**src/rtl/bcd_pkg.sv**
```systemverilog
// Shared types and constants for the sequential BCD-to-binary converter.
package bcd_pkg;
  typedef enum logic [1:0] {IDLE, CONV, DONE} bcd2bin_state_t;
  localparam logic [3:0] BCD_DIGIT_MAX = 4'd9;
  localparam int BCD_NIBBLE_W = 4;
endpackage

```
**src/rtl/bcd_digit_mac.sv**
```systemverilog
// One fold step of decimal accumulation: acc*10 + digit, truncated to BIN_W.
module bcd_digit_mac
  import bcd_pkg::*;
#(
  parameter int BIN_W = 7
) (
  input  logic [BIN_W-1:0]        acc,
  input  logic [BCD_NIBBLE_W-1:0] digit,
  output logic [BIN_W-1:0]        acc_nxt,
  output logic                    digit_invalid
);
  // x*10 as x*8 + x*2; wrapping at BIN_W is the intended truncation
  assign acc_nxt       = (acc << 3) + (acc << 1) + BIN_W'(digit);
  assign digit_invalid = (digit > BCD_DIGIT_MAX);
endmodule

```
**src/rtl/bcd2bin_seq.sv**
```systemverilog
// Sequential BCD-to-binary converter, one digit per clock, MSD first.
// Optional digit validity check enabled by defining BCD2BIN_ERR_EN.
module bcd2bin_seq
  import bcd_pkg::*;
#(
  parameter int DIGITS = 2,
  parameter int BIN_W  = 7
) (
  input  logic                           clk,
  input  logic                           rst_n,
  input  logic [BCD_NIBBLE_W*DIGITS-1:0] bcd_in,
  input  logic                           in_valid,
  output logic                           in_ready,
  output logic [BIN_W-1:0]               bin_out,
  output logic                           out_valid,
  input  logic                           out_ready,
  output logic                           out_err
);
  localparam int IN_W  = BCD_NIBBLE_W * DIGITS;
  localparam int CNT_W = (DIGITS > 1) ? $clog2(DIGITS) : 1;

  bcd2bin_state_t          state, state_nxt;
  logic [IN_W-1:0]         shreg;
  logic [BIN_W-1:0]        acc, acc_nxt, bin_q, res_bin;
  logic [CNT_W-1:0]        cnt;
  logic [BCD_NIBBLE_W-1:0] digit;
  logic                    digit_invalid;
  logic                    accept, last;

  assign digit  = shreg[IN_W-1 -: BCD_NIBBLE_W];
  assign last   = (cnt == CNT_W'(DIGITS - 1));
  assign accept = in_valid && in_ready;

  bcd_digit_mac #(.BIN_W(BIN_W)) u_mac (
    .acc           (acc),
    .digit         (digit),
    .acc_nxt       (acc_nxt),
    .digit_invalid (digit_invalid)
  );

  always_ff @(posedge clk) begin
    if (!rst_n) state <= IDLE;
    else        state <= state_nxt;
  end

  always_comb begin
    state_nxt = state;
    in_ready  = 1'b0;
    out_valid = 1'b0;
    case (state)
      IDLE: begin
        in_ready = 1'b1;
        if (in_valid) state_nxt = CONV;
      end
      CONV: if (last) state_nxt = DONE;
      DONE: begin
        out_valid = 1'b1;
        if (out_ready) state_nxt = IDLE;
      end
      default: state_nxt = IDLE;
    endcase
  end

`ifdef BCD2BIN_ERR_EN
  logic err, err_nxt, err_q;
  assign err_nxt = err | digit_invalid;
  // A bad digit anywhere in the word poisons the whole result
  assign res_bin = err_nxt ? '0 : acc_nxt;
  assign out_err = err_q;

  always_ff @(posedge clk) begin
    if (!rst_n) begin
      err   <= 1'b0;
      err_q <= 1'b0;
    end else if (accept) begin
      err <= 1'b0;
    end else if (state == CONV) begin
      err <= err_nxt;
      if (last) err_q <= err_nxt;
    end
  end
`else
  logic unused_digit_invalid;
  assign unused_digit_invalid = digit_invalid;
  assign res_bin = acc_nxt;
  assign out_err = 1'b0;
`endif

  always_ff @(posedge clk) begin
    if (!rst_n) begin
      shreg <= '0;
      acc   <= '0;
      cnt   <= '0;
      bin_q <= '0;
    end else if (accept) begin
      shreg <= bcd_in;
      acc   <= '0;
      cnt   <= '0;
    end else if (state == CONV) begin
      acc   <= acc_nxt;
      shreg <= shreg << BCD_NIBBLE_W;
      cnt   <= cnt + 1'b1;
      // result register only moves on the CONV->DONE edge
      if (last) bin_q <= res_bin;
    end
  end

  assign bin_out = bin_q;
endmodule

```
**config.mk**
```make
export PLATFORM = sky130hd
export DESIGN_NAME = bcd2bin_seq
export DESIGN_NICKNAME = d
export VERILOG_FILES = /design/src/rtl/bcd_pkg.sv /design/src/rtl/bcd_digit_mac.sv /design/src/rtl/bcd2bin_seq.sv
export SDC_FILE = /design/constraint.sdc
export NUM_CORES = 1
export LEC_CHECK = 0
export BUFFER_PORTS_ARGS = -buffer_cell sky130_fd_sc_hd__buf_2
export CAP_MARGIN = 20
export CORE_ASPECT_RATIO = 0.8
export CORE_MARGIN = 5
export CORE_UTILIZATION = 40
export DETAILED_ROUTE_END_ITERATION = 7
export GPL_TIMING_DRIVEN = 1
export PLACE_DENSITY = 0.62
export REMOVE_ABC_BUFFERS = 1
export SYNTH_ARGS = -nofsm -noshare
export SYNTH_HDL_FRONTEND = slang
export SYNTH_HIERARCHICAL = 1
export SYNTH_SLANG_ARGS = --single-unit
```
**constraint.sdc**
```tcl
create_clock -name clk -period 1.9 [get_ports clk]
set_input_delay 0 -clock clk [delete_from_list [all_inputs] [get_ports clk]]
set_output_delay 0 -clock clk [all_outputs]
set_load 0.02 [all_outputs]
```
# Word level (Yosys, flattened, before mapping)
# Index checks and enable logic that the tools add are counted.
# op_classes
n_addsub	3
eq_ne	5
muxes	8
n_reduce_logical	6
bitwise	2
# op_table
op	n
$mux 8	2
$add 7x4->7	1
$add 7x7->7	1
$mux 2	3
$ne 2x2->1 const B	3
$pmux 2 s3	1
$reduce_and 3->1	2
$eq 2x1->1 const B	1
$eq 2x2->1 const B	1
$logic_not 2->1	1
$mux 1	2
$not 1->1	2
$reduce_bool 2->1	1
$reduce_or 2->1	1
$add 1x1->1 const B	1
$logic_and 1x1->1	1
# totals
reg_bits	24
output_inout_bits	10
in_bits	12
elab_cells	29

# Logic depth before layout (Yosys ltp)
# Gate-level depths: netlist of the first run.
# logic_depth
word_depth	5
depth_mapped	10
ltp_nobuf	10

# Modules after synthesis
# The synthesis of the first run kept the hierarchy.
# by_module_without_submodules
module	instances	area_each_um2	seq_area_each_um2	cells_each
bcd2bin_seq	1	1056.0	500.5	124
bcd_digit_mac	1	246.5	0.0	26

# Worst setup path after synthesis of the first run
# Ideal clock, no wire load.
# synth_timing
path_type	reg2reg
startpoint	reg acc[0]
endpoint	reg bin_q[6] (netlist: bin_out[6])
synth_period_minus_slack_ns	2.051
stages_incl_launch_ff	10
setup_time_ns	0.076
path_slack_ns	-0.151
required_ns	1.824
arrival_ns	1.976
n_path_buf	0
cell_sequence	dfxtp_1 fa_1 inv_1 fa_1 inv_1 a21o_1 a21oi_2 xnor2_1 nand3_1 a21boi_0
# synth_via
elab_chain_len	2
# synth_lines
element	line_no	rtl
start, declared	bcd2bin_seq.sv:24	logic [BIN_W-1:0] acc, acc_nxt, bin_q, res_bin;
start signal, assigned	bcd2bin_seq.sv:100	acc <= acc_nxt;
$add 7x7->7	bcd_digit_mac.sv:13	assign acc_nxt = (acc << 3) + (acc << 1) + BIN_W'(digit);
$add 7x4->7	bcd_digit_mac.sv:13	
named net acc_nxt[6]	bcd2bin_seq.sv:24	
end signal, assigned	bcd2bin_seq.sv:104	if (last) bin_q <= res_bin;
end, declared	bcd2bin_seq.sv:24	
# The timed path passes the listed nets, and every way through them passes these cells.
# A chain may end at the register's enable or synchronous reset.

# Final worst setup path of the first run
# layout_timing
startpoint	reg acc[0]
endpoint	reg acc[4]
# layout_via
elab_chain_len	2
# layout_lines
element	line_no
$add 7x7->7	bcd_digit_mac.sv:13
$add 7x4->7	bcd_digit_mac.sv:13
named net acc_nxt[4]	bcd2bin_seq.sv:24
# The timed path passes the listed nets, and every way through them passes these cells.

==> flow_summary_export.csv, run 1 <==
group,metric,value,unit
sta,fin_worst_skew,0.00364,ns
die,initial_core_util,0.412,
die,row_count,18,
global_routing,grt_first_pass_wirelength,4330,um
cells_and_area,areaGrowthSynthToFinish,18.2,%
sta,setup_ws,-0.113,ns
cells_and_area,diodes,0,
cells_and_area,fillers,312,
cells_and_area,drive_gt1_frac,0.257,
route,drt-total-wl,2450,um
yosys,avgSynthCellArea,8.71,sq um
place,dp_hpwl,1860,um
setup_path,path_buf_inv,3,
setup_path,critical_path_class,"reg -> reg",
global_routing,grt_pass1_vias,992,
power,clock_power_share,0.287,
route,vias,1026,
setup_path,worstPathArrival,2.21,ns
sta,timing.hold.ws,0.0332,ns
power,power_switching,270,uW
setup_path,crit_cells,8,
clocking,cts-buffers-inserted,3,
global_routing,grt_usage,0.126,
setup_path,crit_family,"adder cells",
global_routing,grtUsageMet3,0.0420,
route,drc,0,
sta,min_period_over_period,1.06,
route,wire_per_inst,11.8,um
worst_hold_path,whs_path_depth,3,
place,place_congestion,0.886,
setup_path,crit_chain,"fa_1 > inv_2 > fa_2 > buf_4 > buf_4 > xnor2_2 > nand2_1 > a21oi_1",
route,initialDrtViolationCount,61,
run_status,status,"finished, violations left",
sta,hold_viol_final,0,
clocking,cts_tree,"done",
sta,fmax,497,MHz
setup_path,end_kind,"register",
clocking,cts_buffer_depth,2,
route,postRouteAntennaNets,0,
global_routing,grtUsageMet1,0.160,
power,p_seq_frac,0.536,
setup_path,cp-start-kind,"register",
setup_path,reg2reg_depth,8,
power,p_comb_frac,0.177,
cells_and_area,post-route-cell-area,1490,sq um
place,pre_cts_ws,-0.205,ns
die,die-area,4390,sq um
worst_hold_path,hold_path_class,"in -> reg",
sta,setup_viol,5,
power,peakVddDrop,469,uV
setup_path,crit_top_cell,"buf_4",
setup_path,critPathMaxStageDelay,0.59,ns
clocking,clkTransAtPathRegs,0.08,ns
route,first_pass_iters,4,
die,io_pins,22,
setup_path,worst_path_max_delay_cell,"fa_1",
sta,drv_slew,0,
die,core-area,3060,sq um
clocking,htree_levels,1,
cells_and_area,layout.nets,191,
power,power_density,684,nW/um^2
global_routing,grt_overflow,0,
die,die_y,60.3,um
global_routing,use_met2,0.212,
clocking,clock_latency,0.26,ns
place,io_buffers,20,
clocking,root_buffer,"clkbuf_8",
yosys,yosysWarnings,6,
sta,period_minus_slack,2.01,ns
route,viasPerCell,4.96,
place,placed_area,1400,sq um
sta,rsz0062_at_grt,"true",
job,max_cap_viol_count,0,
setup_path,crit_fanout,2,
power,power.total,1020,uW
run_status,violations,"negative setup slack",
clocking,clock_sinks,24,
power,p_leak,0.000659,uW
yosys,synthCells,145,
global_routing,busiest_layer,"met2",
global_routing,antenna_found_initial,0,
power,p_int,750,uW
power,swShare,0.265,
yosys,syn-cell-area,1260,sq um
global_routing,grt_max_degree,20,
die,die_width,72.8,um
setup_path,required,2.10,ns
-- layer usage --
metal	vias up	wire [um]
li1	530	-
met1	474	1170
met2	20	1140
met3	2	125
met4	0	8
met5	-	0
-- worst register-to-register path, stage by stage (launching register included) --
cell and delay (ns):
dfxtp_2 0.33, fa_1 0.59, inv_2 0.05, fa_2 0.34, buf_4 0.14, buf_4 0.13, xnor2_2 0.16, nand2_1 0.07
a21oi_1 0.15
-- what timing repair did --
item | CTS | global route
gates resized for setup | 8 | 2
setup buffers | 0 | 1
pin swaps | 12 | 5
endpoints found under the hold margin | 1 | 0
endpoints found under the setup margin | 5 | 5
hold buffers | 1 | 0
-- sequential cells by signal, summed over array words and instances (netlist names) --
signal and flops:
acc 6, bin_out 7, cnt 1, shreg 8, state 2
-- layout make-up --
type / instances / area (sq um) / share of cell area
Inverter: 15 / 56.3 / 0.0377
Clock buffer: 3 / 41.3 / 0.0277
Timing Repair Buffer: 29 / 174 / 0.117
Sequential cell: 24 / 483 / 0.324
Tap cell: 40 / 50.0 / 0.0335
Multi-Input combinational cell: 96 / 688 / 0.461
-- power groups by stage --
stage | registers [uW] | clock network [uW] | logic, uW
after floorplan | 558 | 0 | 104
after global placement | 558 | 0 | 165
after detailed placement | 559 | 0 | 168
after CTS | 548 | 309 | 177
after global routing | 551 | 330 | 204
final | 547 | 293 | 181
-- worst paths after layout --
check	start	to	slack, ns
setup / recovery	acc[0]	acc[4]	-0.11
hold / removal	bcd_in[6]	shreg[6]	0.03
hold reg to reg	bin_out[4]	bin_out[4]	0.46
setup reg to reg	acc[0]	acc[4]	-0.11
-- cells in the final DEF (no fill, tap or decap) --
cell and instances:
a21boi_0 5, a21boi_1 3, a21o_1 2, a21oi_1 7, a21oi_2 3, a32o_1 4, and2b_1 1, and3_1 1
buf_2 20, buf_4 7, buf_6 1, clkbuf_8 3, conb_1 1, dfxtp_1 22, dfxtp_2 2, dlygate4sd3_1 1
fa_1 1, fa_2 1, ha_1 7, ha_4 1, inv_1 14, inv_2 1, nand2_1 19, nand2_2 1
nand2b_1 4, nand3_1 7, nand3b_1 1, nor2_1 6, nor2b_1 2, o21ai_0 1, o21ba_2 1, o221ai_1 4
o22ai_1 6, or3b_4 1, xnor2_1 5, xnor2_2 1
-- per-stage QoR --
stage	util	TNS [ns]	std cells
after detailed placement	0.456	-0.639	202
after CTS	0.481	-0.288	206
final	0.487	-0.428	207
after floorplan	-	-0.110	135
after global placement	0.456	-0.417	202
after global routing	0.487	-0.973	207
(Power assumes the default switching activity.)
==> inputs of run 2 (changes only) <==
--- a/config.mk
+++ b/config.mk
@@ -18,3 +18,4 @@
 export SYNTH_HDL_FRONTEND = slang
 export SYNTH_HIERARCHICAL = 1
 export SYNTH_SLANG_ARGS = --single-unit
+export TNS_END_PERCENT = 50
==> run 2 against run 1 <==
  * The flow still finishes with violations (negative setup slack)
  * Sequential share of layout area up 0.33 points
  * Total power down 0.56%
  * Via count down 1.3%
==> flow_summary_export.csv, run 2 (synthesized netlist as in run 1, its figures left out) <==
group,metric,value,unit
power,p_seq_frac,0.539,
power,power.total,1010,uW
power,p_leak,0.000647,uW
cells_and_area,top_register,"shreg",
sta,setup_viol,4,
global_routing,antenna_found_initial,0,
power,clock_power_share,0.287,
route,vias,1013,
global_routing,grt_max_degree,20,
global_routing,grt_usage,0.126,
route,highest_layer,"met4",
die,die_y,60.3,um
route,first_pass_iters,4,
place,io_buffers,20,
clocking,cts_tree,"done",
place,place_congestion,0.886,
route,postRouteAntennaNets,0,
setup_path,crit_fanout,2,
global_routing,grt_first_pass_wirelength,4330,um
route,initialDrtViolationCount,34,
sta,period_minus_slack,1.99,ns
die,core-area,3060,sq um
power,p_comb_frac,0.174,
power,peakVddDrop,467,uV
sta,rsz0062_at_grt,"true",
power,swShare,0.263,
setup_path,end_kind,"register",
setup_path,required,2.09,ns
route,wl_met1,1130,um
clocking,htree_levels,1,
die,io_pins,22,
setup_path,cp-start-kind,"register",
sta,setup_ws,-0.0940,ns
sta,hold_viol_final,0,
cells_and_area,drive_gt1_frac,0.247,
sta,fin_tns_setup,-0.196,ns
sta,fmax,502,MHz
cells_and_area,layout_common_cells,"dfxtp_1, buf_2, nand2_1",
job,max_cap_viol_count,0,
global_routing,grt_pass1_vias,992,
clocking,root_buffer,"clkbuf_8",
cells_and_area,final_common_cell,"dfxtp_1",
power,power_density,687,nW/um^2
sta,min_period_over_period,1.05,
global_routing,grt_overflow,0,
clocking,clkTransAtPathRegs,0.08,ns
run_status,violations,"negative setup slack",
sta,drv_slew,0,
die,die_width,72.8,um
cells_and_area,largest_reg_flops,8,
cells_and_area,diodes,0,
route,drt-total-wl,2420,um
setup_path,critical_path_class,"reg -> reg",
clocking,cts_buffer_depth,2,
route,drc,0,
route,viasPerCell,4.92,
die,die-area,4390,sq um
route,wire_per_inst,11.7,um
sta,fin_worst_skew,0.00345,ns
die,row_count,18,
worst_hold_path,hold_path_class,"in -> reg",
power,p_int,748,uW
setup_path,worstPathArrival,2.19,ns
run_status,status,"finished, violations left",
die,initial_core_util,0.412,
power,power_switching,266,uW
clocking,clock_latency,0.26,ns
route,met3_length,123,um
clocking,clock_sinks,24,
route,route.met2.wl,1160,um
cells_and_area,areaGrowthSynthToFinish,17.0,%
cells_and_area,layout.nets,190,
clocking,cts-buffers-inserted,3,
place,dp_hpwl,1860,um
## run 2: worst max-delay path, stage by stage (launching register included)
cell and delay (ns):
dfxtp_2 0.33, fa_1 0.59, buf_6 0.12, ha_4 0.18, a21o_1 0.18, a21oi_2 0.12, xnor2_1 0.16, nand3_1 0.10
a21boi_1 0.14
## run 2: layout make-up
type,instances,area [sq um]
Inverter,15,56.3
Fill cell,316,1590
Sequential cell,24,483
Clock buffer,3,41.3
Tap cell,40,50.0
Timing Repair Buffer,28,166
Multi-Input combinational cell,96,681
## run 2: per-stage QoR
stage	hold WS, ns	instance area (sq um)	worst slack (ns)	instances	util
CTS	0.0318	1470	-0.123	206	0.481
global route	0.0755	1480	-0.224	206	0.482
floorplan	0.138	1190	-0.110	135	-
detailed placement	0.282	1400	-0.205	202	0.456
global placement	0.272	1400	-0.121	202	0.456
finish	0.0349	1480	-0.0940	206	0.482
## run 2: timing repair
| action | in CTS | in global routing |
|---|---|---|
| resized for setup | 8 | 1 |
| pin swaps | 12 | 3 |
| hold buffers | 1 | 0 |
| hold endpoints to repair | 1 | 0 |
| buffers inserted | 0 | 0 |
| setup endpoints to repair | 5 | 5 |
## run 2: worst paths after layout
path,start,end,slack (ns),depth (start not counted)
worst min register to register,bin_out[2],bin_out[2],0.46,2
worst max register to register,acc[0],bin_out[5],-0.09,8
worst max-delay path,acc[0],bin_out[5],-0.09,8
worst min-delay path,bcd_in[6],shreg[6],0.03,3
## run 2: power groups by stage
stage | Clock (uW) | Sequential [uW] | Combinational, uW
after detailed placement | 0 | 559 | 168
after global routing | 330 | 551 | 201
after floorplan | 0 | 558 | 104
after global placement | 0 | 558 | 165
final | 291 | 547 | 177
after CTS | 309 | 548 | 177
## run 2: metal layers
metal | up-vias | GRT usage
li1 | 529 | -
met1 | 462 | 0.160
met2 | 20 | 0.212
met3 | 2 | 0.0420
met4 | 0 | 0.0158
met5 | - | 0
